--- config.mk ---
export PLATFORM = sky130hd
export DESIGN_NAME = rr_arbiter64_4
export DESIGN_NICKNAME = d
export VERILOG_FILES = /design/src/rtl/arb_pkg.sv /design/src/rtl/mux64_4_1.sv /design/src/rtl/rr_arbiter64_4.sv
export SDC_FILE = /design/constraint.sdc
export NUM_CORES = 1
export LEC_CHECK = 0
export CORE_AREA = 4 4 130 132
export DETAILED_ROUTE_END_ITERATION = 6
export DIE_AREA = 0 0 134 136
export GPL_ROUTABILITY_DRIVEN = 0
export GPL_TIMING_DRIVEN = 0
export SYNTH_ARGS = -nofsm -noshare
export SYNTH_HDL_FRONTEND = slang
export SYNTH_SLANG_ARGS = --single-unit
--- constraint.sdc ---
create_clock -name clk -period 2 [get_ports clk]
set_clock_uncertainty 0.1 [all_clocks]
set_input_delay 0.4 -clock clk [delete_from_list [all_inputs] [get_ports clk]]
set_output_delay 0.4 -clock clk [all_outputs]
set_load 0.02 [all_outputs]
--- src/rtl/arb_pkg.sv ---
// Shared definitions for the four-way round-robin arbiter: sizes, the FSM
// state type and the rotating-priority pick helper.
package arb_pkg;

  localparam int NUM_REQ = 4;
  localparam int SEL_W   = 2;

  typedef enum logic {
    IDLE = 1'b0,
    BUSY = 1'b1
  } arb_state_t;

  // First set bit of mask, searching ptr, ptr+1, ... and wrapping 3 -> 0.
  // Returns ptr when the mask is empty; callers only use it on a non-zero mask.
  function automatic logic [SEL_W-1:0] pick(input logic [NUM_REQ-1:0] mask,
                                            input logic [SEL_W-1:0]   ptr);
    logic [SEL_W-1:0] idx;
    logic [SEL_W-1:0] res;
    logic             found;
    res   = ptr;
    found = 1'b0;
    for (int i = 0; i < NUM_REQ; i++) begin
      idx = ptr + SEL_W'(i);
      if (!found && mask[idx]) begin
        res   = idx;
        found = 1'b1;
      end
    end
    return res;
  endfunction

  // Binary index to one-hot grant vector.
  function automatic logic [NUM_REQ-1:0] onehot(input logic [SEL_W-1:0] sel);
    return NUM_REQ'(1) << sel;
  endfunction

endpackage

--- src/rtl/mux64_4_1.sv ---
// 4:1 multiplexer for 64-bit payloads.
module mux64_4_1
  import arb_pkg::*;
(
  input  logic [63:0]      in [NUM_REQ-1:0],
  input  logic [SEL_W-1:0] sel,
  output logic [63:0]      out
);

  assign out = in[sel];

endmodule

--- src/rtl/rr_arbiter64_4.sv ---
// Round-robin arbiter sharing one 64-bit valid/ready port among four
// requesters. The grant is held until accepted; a watchdog drops a grant
// that stays unaccepted for TIMEOUT cycles (0 disables the watchdog).
module rr_arbiter64_4
  import arb_pkg::*;
#(
  parameter int TIMEOUT = 16
) (
  input  logic               clk,
  input  logic               reset,
  input  logic [NUM_REQ-1:0] req,
  input  logic [63:0]        data_in [NUM_REQ-1:0],
  input  logic               out_ready,
  output logic [NUM_REQ-1:0] gnt,
  output logic [NUM_REQ-1:0] ack,
  output logic               out_valid,
  output logic [SEL_W-1:0]   out_sel,
  output logic [63:0]        out_data,
  output logic               timeout_err
);

  // A disabled watchdog would give a zero-width counter; keep one bit instead.
  localparam int  WCNT_W  = (TIMEOUT > 0) ? $clog2(TIMEOUT + 1) : 1;
  localparam bit  WDOG_EN = (TIMEOUT > 0);
  localparam logic [WCNT_W-1:0] WCNT_LAST = WCNT_W'((TIMEOUT > 0) ? TIMEOUT - 1 : 0);

  arb_state_t         state_q, state_d;
  logic [NUM_REQ-1:0] gnt_q,   gnt_d;
  logic [SEL_W-1:0]   sel_q,   sel_d;
  logic [SEL_W-1:0]   ptr_q,   ptr_d;
  logic [WCNT_W-1:0]  wcnt_q,  wcnt_d;
  logic               terr_q,  terr_d;
  logic [NUM_REQ-1:0] others;

  // Requesters other than the current owner, eligible for a back-to-back regrant.
  assign others = req & ~gnt_q;

  // Next-state logic: grant in IDLE; accept / abort / timeout / wait in BUSY.
  always_comb begin
    // NOTE: every variable gets its hold value first so no path leaves it unassigned (no latches).
    state_d = state_q;
    gnt_d   = gnt_q;
    sel_d   = sel_q;
    ptr_d   = ptr_q;
    wcnt_d  = wcnt_q;
    terr_d  = 1'b0;

    unique case (state_q)
      IDLE: begin
        if (req != '0) begin
          sel_d   = pick(req, ptr_q);
          gnt_d   = onehot(sel_d);
          state_d = BUSY;
          wcnt_d  = '0;
        end
      end
      BUSY: begin
        if (out_ready) begin
          // Accept wins over abort and timeout; the pointer moves past the owner.
          ptr_d = sel_q + 1'b1;
          if (others != '0) begin
            sel_d  = pick(others, ptr_d);
            gnt_d  = onehot(sel_d);
            wcnt_d = '0;
          end else begin
            gnt_d   = '0;
            state_d = IDLE;
          end
        end else if (!req[sel_q]) begin
          // Owner withdrew before acceptance: drop silently.
          gnt_d   = '0;
          ptr_d   = sel_q + 1'b1;
          state_d = IDLE;
        end else if (WDOG_EN && (wcnt_q == WCNT_LAST)) begin
          gnt_d   = '0;
          ptr_d   = sel_q + 1'b1;
          state_d = IDLE;
          terr_d  = 1'b1;
        end else begin
          wcnt_d = wcnt_q + 1'b1;
        end
      end
      default: state_d = IDLE;
    endcase
  end

  // State registers with asynchronous active-high reset.
  always_ff @(posedge clk or posedge reset) begin
    // NOTE: non-blocking assignments so every register samples pre-edge values.
    if (reset) begin
      state_q <= IDLE;
      gnt_q   <= '0;
      sel_q   <= '0;
      ptr_q   <= '0;
      wcnt_q  <= '0;
      terr_q  <= 1'b0;
    end else begin
      state_q <= state_d;
      gnt_q   <= gnt_d;
      sel_q   <= sel_d;
      ptr_q   <= ptr_d;
      wcnt_q  <= wcnt_d;
      terr_q  <= terr_d;
    end
  end

  assign gnt         = gnt_q;
  assign ack         = gnt_q & {NUM_REQ{out_ready}};
  assign out_valid   = (state_q == BUSY);
  assign out_sel     = sel_q;
  assign timeout_err = terr_q;

  mux64_4_1 u_mux (
    .in  (data_in),
    .sel (sel_q),
    .out (out_data)
  );

endmodule

# After elaboration in Yosys (flattened, before gate mapping)
# Index checks and enable logic that the tools add are counted.
# totals
register_bits	15
in_bits	263
output_inout_bits	76
word_cells	137
# classes
n_addsub	8
n_reduce_logical	18
n_lt_le_gt_ge	9
n_eq_ne	9
n_bitwise	4
n_shift	2
muxes	81
# ops
op	count
64-bit binary-select mux with 2-bit select	1
64-bit two-way mux	1
1-bit two-way mux	39
2-bit two-way mux	17
2-bit by 3-bit less-than comparator with 1-bit output, second input constant	9
5-bit two-way mux	5
4-bit two-way mux	5
1-bit binary-select mux with 2-bit select	9
5-bit case mux with 2 select lines	1
3-bit by 2-bit != test with 1-bit output, second input constant	3
2-bit adder, second input constant	4
4-bit bitwise AND	2
4-bit case mux with 2 select lines	1
4-bit nonzero test	2
1-bit by 2-bit << shifter with 4-bit output, first input constant	2
2-bit by 1-bit adder with 2-bit output, second input constant	3
1-bit logical AND	6
1-bit logical NOT	6
5-bit by 1-bit adder with 5-bit output, second input constant	1
5-bit by 4-bit == test with 1-bit output, second input constant	1
2-bit != test, second input constant	2
4-bit by 3-bit != test with 1-bit output, second input constant	1
4-bit inverter	1
2-bit case mux with 2 select lines	1
7 further kinds	8

# Longest topological paths before layout
# depth
ltp_word	30
depth_mapped	8
depth_no_buf	7

# Hierarchy
# Synthesis repeated with hierarchy kept, for this count alone.
# hier_totals
cells_unflattened	198
area_unflattened_um2	2708.8
# modules_own_cells
mod	cells_each	n_inst	seq_area_each_um2	area_each_um2
mux64_4_1	78	1	0.0	1622.8
rr_arbiter64_4	120	1	375.4	1086.0

# Worst setup path before layout
# No wires, ideal clock.
# synth_path
path_type	register to output
startpoint	register sel_q[1] (netlist: out_sel[1])
endpoint	output out_data[24]
arrival_ps	1693
path_slack_ps	-193
t_required_ps	1500
path_stages_with_launch	5
path_buffers	3
cell_sequence	dfrtp_1 > buf_2 > buf_2 > buf_1 > mux4_2
# synth_between
elab_chain_cells	2
# synth_rtl
element	line_no	rtl
from (decl)	rr_arbiter64_4.sv:29	logic [SEL_W-1:0] sel_q, sel_d;
from (signal assigned)	rr_arbiter64_4.sv:100	sel_q <= sel_d;
64-bit binary-select mux with 2-bit select	mux64_4_1.sv:10	assign out = in[sel];
64-bit two-way mux (implied by the code)	mux64_4_1.sv:10	
to (decl)	rr_arbiter64_4.sv:18	output logic [63:0] out_data,
# No other way between the ends. The select of a mux whose other input is x is not followed.

# Final worst setup path
# layout_path
startpoint	register sel_q[0] (netlist: out_sel[0])
endpoint	output out_data[31]
# Same word-level chain as after synthesis.

==> load_flow_metrics.sql <==
INSERT INTO impl_metrics (metric_group, metric, value, unit) VALUES
('run_status', 'outcome', 'finished with violations', ''),
('run_status', 'failing_checks', 'setup timing', ''),
('floorplan', 'rows', '46', ''),
('sta', 'timing.max_slew.rel_slack', '0.611', ''),
('logic_synthesis', 'syn-instance-count', '211', ''),
('placed_design', 'port_buffers', '337', ''),
('critical_path', 'r2r.worst_path.cells', '5', ''),
('drt', 'drtPass1Iterations', '4', ''),
('worst_hold_path', 'worst_hold_path_type', 'input port to async pin', ''),
('logic_synthesis', 'yosys-top-cells-count', '65 x mux4_2, 15 x dfrtp_1, 13 x buf_2, 12 x nor2_1', ''),
('floorplan', 'coreArea', '0.0157', 'sq mm'),
('pwr', 'netSwitchingFraction', '0.456', ''),
('critical_path', 'ff2ff_setup_slack', '0.04', 'ns'),
('floorplan', 'initial_core_utilization', '0.169', ''),
('placed_design', 'dpl_cell_area', '0.00632', 'sq mm'),
('pwr', 'cellPowerDensity', '1180', 'mW/mm^2'),
('sta', 'postLayoutSetupSlackWorst', '-0.168', 'ns'),
('critical_path', 'cp.arrival', '1.67', 'ns'),
('drt', 'num_vias', '3532', ''),
('critical_path', 'start_kind', 'flop', ''),
('logic_synthesis', 'synthMostInstantiatedCell', 'mux4_2', ''),
('cells_and_area', 'area_growth', '145', '%'),
('pwr', 'internal_power', '4.18', 'mW'),
('cts', 'cts-root-to-sink-buffers', '2', ''),
('logic_synthesis', 'synth_largest_type_area_fraction', '0.551', ''),
('global_route', 'global_route.overflow_total', '0', ''),
('logic_synthesis', 'yosys_most_used_dff', 'dfrtp_1', ''),
('placed_design', 'hpwl', '16200', 'microns'),
('critical_path', 'worstSetupEndpointType', 'output port', ''),
('sta', 'finalSetupViolCount', '64', ''),
('sta', 'rsz_0062_raised_after_global_routing', 'true', ''),
('logic_synthesis', 'synth.net_count', '476', ''),
('cells_and_area', 'multi_input_comb_area', '0.00217', 'sq mm'),
('cts', 'cts.sink_count', '15', ''),
('sta', 'worst-slew-pin-transition', '0.583', 'ns'),
('critical_path', 'worstReg2RegEnd', 'ptr_q[1]', ''),
('cts', 'cts_buffer_count', '3', ''),
('sta', 'count_of_endpoints_failing_hold_in_the_final_timing_report', '0', ''),
('logic_synthesis', 'ys_seq_area_frac', '0.141', ''),
('drt', 'drc', '0', ''),
('sta', 'post-route-period-util', '1.08', ''),
('global_route', 'grt_max_degree', '16', ''),
('sta', 'timing.final.crit_period', '2.17', 'ns'),
('logic_synthesis', 'yosysUniqueCellTypes', '50', ''),
('logic_synthesis', 'synth-edff-count', '0', ''),
('critical_path', 'timing.setup.critical_path_class', 'flop to output port', ''),
('drt', 'wire_per_inst', '24.0', 'microns'),
('pwr', 'worst_vdd_rail_ir_drop', '0.582', 'mV'),
('critical_path', 'required', '1.50', 'ns'),
('cells_and_area', 'final.fill_count', '1546', ''),
('logic_synthesis', 'syn_avg_cell_area', '12.6', 'sq um'),
('logic_synthesis', 'synthesis.area', '0.00266', 'sq mm'),
('cts', 'htree_num_levels', '1', ''),
('critical_path', 'slowest_delay', '0.53', 'ns'),
('global_route', 'antenna_found_initial', '1', ''),
('floorplan', 'ports_placed_on_the_boundary', '339', ''),
('cells_and_area', 'regArea', '378', 'sq um'),
('pwr', 'total_switching_power', '3.51', 'mW'),
('drt', 'final_antenna_net_count', '0', ''),
('logic_synthesis', 'synth_top_cells_by_area', 'mux4_2 55%, dfrtp_1 14%, buf_2 2.4%', ''),
('cts', 'cts.hold.buffers_added', '0', ''),
('critical_path', 'timing.critical_path.cells', 'buf_12 > buf_12 > mux4_2 > buf_2', ''),
('sta', 'maxSlewViolCount', '0', ''),
('logic_synthesis', 'yosys_register_bits', '15', ''),
('logic_synthesis', 'synth.largest_area_cell', 'mux4_2', ''),
('critical_path', 'regToRegStartpoint', 'out_sel[0]', ''),
('logic_synthesis', 'async_flop_share', '1.00', ''),
('pwr', 'share_seq_of_total_power', '0.067', ''),
('floorplan', 'dieWidth', '134', 'microns'),
('pwr', 'combPwrFrac', '0.882', ''),
('critical_path', 'critical_path.max_fanout', '10', '');
==> area by class of cell <==
cell class	instances	share of cell area
Timing Repair Buffer	341	0.507
Multi-Input combinational cell	166	0.333
Sequential cell	15	0.0580
Buffer	20	0.0425
Tap cell	216	0.0415
Clock buffer	3	0.0115
Inverter	9	0.00519
Clock inverter	1	0.000769
Antenna cell	1	0.000384
==> logic make-up after synthesis <==
kind of cell    after synthesis  synth area share
simple gates                 51             0.112
xor+xnor                      1           0.00330
buf+inv                      30            0.0542
compound gates               44             0.116
flops                        15             0.141
mux                          68             0.563
fa+ha+maj                     2           0.00942
==> worst max-delay path, delay by kind of cell (launching register included) <==
| family | cells | cell delay [ns] |
|---|---|---|
| buf+inv | 3 | 0.50 |
| flops | 1 | 0.38 |
| mux | 1 | 0.53 |
==> state kept, by name, indices dropped and copies added (netlist names) <==
register,flops
wcnt_q,5
gnt,4
out_sel,2
ptr_q,2
out_valid,1
timeout_err,1
==> worst max path at each step <==
stage,startpoint,end,slack [ns]
floorplan,out_sel[0],out_data[36],0.009
global placement,out_sel[1],out_data[53],-0.80
detailed placement,out_sel[1],out_data[53],-0.80
CTS,out_sel[0],out_data[38],-0.20
global route,out_sel[0],out_data[60],-0.23
finish,out_sel[0],out_data[31],-0.17
==> timing repair <==
action / 4_1_cts / 5_1_grt
endpoints found under the setup margin: 78 / 73
pin swaps: 0 / 1
gates resized for setup: 372 / 28
gates cloned: 0 / 0
buffers inserted: 3 / 1
==> routing by layer <==
layer | routed length (microns) | vias to the layer above | part of all wire | track usage
met5 | 0 | - | 0 | 0
met4 | 293 | 0 | 0.016 | 0.0314
met3 | 1720 | 18 | 0.093 | 0.0574
met2 | 9460 | 199 | 0.51 | 0.335
met1 | 7050 | 1720 | 0.38 | 0.226
li1 | - | 1595 | - | -
==> metrics by stage <==
| stage | instances | utilization | TNS [ns] | worst slack, ns |
|---|---|---|---|---|
| floorplan | 211 | - | 0 | 0.00884 |
| global placement | 764 | 0.402 | -48.83 | -0.795 |
| detailed placement | 764 | 0.402 | -50.45 | -0.797 |
| CTS | 770 | 0.408 | -10.00 | -0.201 |
| global route | 772 | 0.414 | -12.09 | -0.230 |
| finish | 772 | 0.414 | -8.33 | -0.168 |
==> power by group through the flow <==
| stage | clock network (mW) | registers [mW] | logic (mW) |
|---|---|---|---|
| after global placement | 0 | 0.543 | 6.46 |
| final | 0.393 | 0.517 | 6.78 |
| after global routing | 0.412 | 0.538 | 7.17 |
| after floorplan | 0 | 0.577 | 3.59 |
| after CTS | 0.403 | 0.521 | 6.66 |
| after detailed placement | 0 | 0.549 | 6.47 |
==> cell usage in the layout (no fill, tap or decap), types with 2 or more instances in the layout <==
cell / synthesis / layout
dlygate4sd2_1: 0 / 3
nor2_1: 12 / 12
mux4_2: 65 / 65
a21oi_1: 6 / 5
a2bb2oi_1: 2 / 2
o22ai_1: 2 / 2
clkdlybuf4s50_1: 0 / 269
clkbuf_2: 0 / 2
dfrtp_2: 0 / 2
buf_4: 0 / 4
nand2_1: 4 / 4
buf_12: 0 / 8
and3_1: 2 / 2
buf_8: 0 / 2
nand4_1: 2 / 2
nor2b_1: 7 / 7
nor3_1: 2 / 2
o211ai_1: 2 / 2
nand3_1: 2 / 2
a31oi_1: 5 / 5
buf_6: 2 / 40
o221ai_2: 1 / 2
clkbuf_4: 0 / 2
and2_1: 5 / 4
nand2b_1: 6 / 6
o21a_1: 4 / 4
inv_1: 9 / 9
dfrtp_1: 15 / 13
clkbuf_16: 0 / 3
o21ai_0: 9 / 9
buf_2: 13 / 30
(Power assumes the default switching activity.)
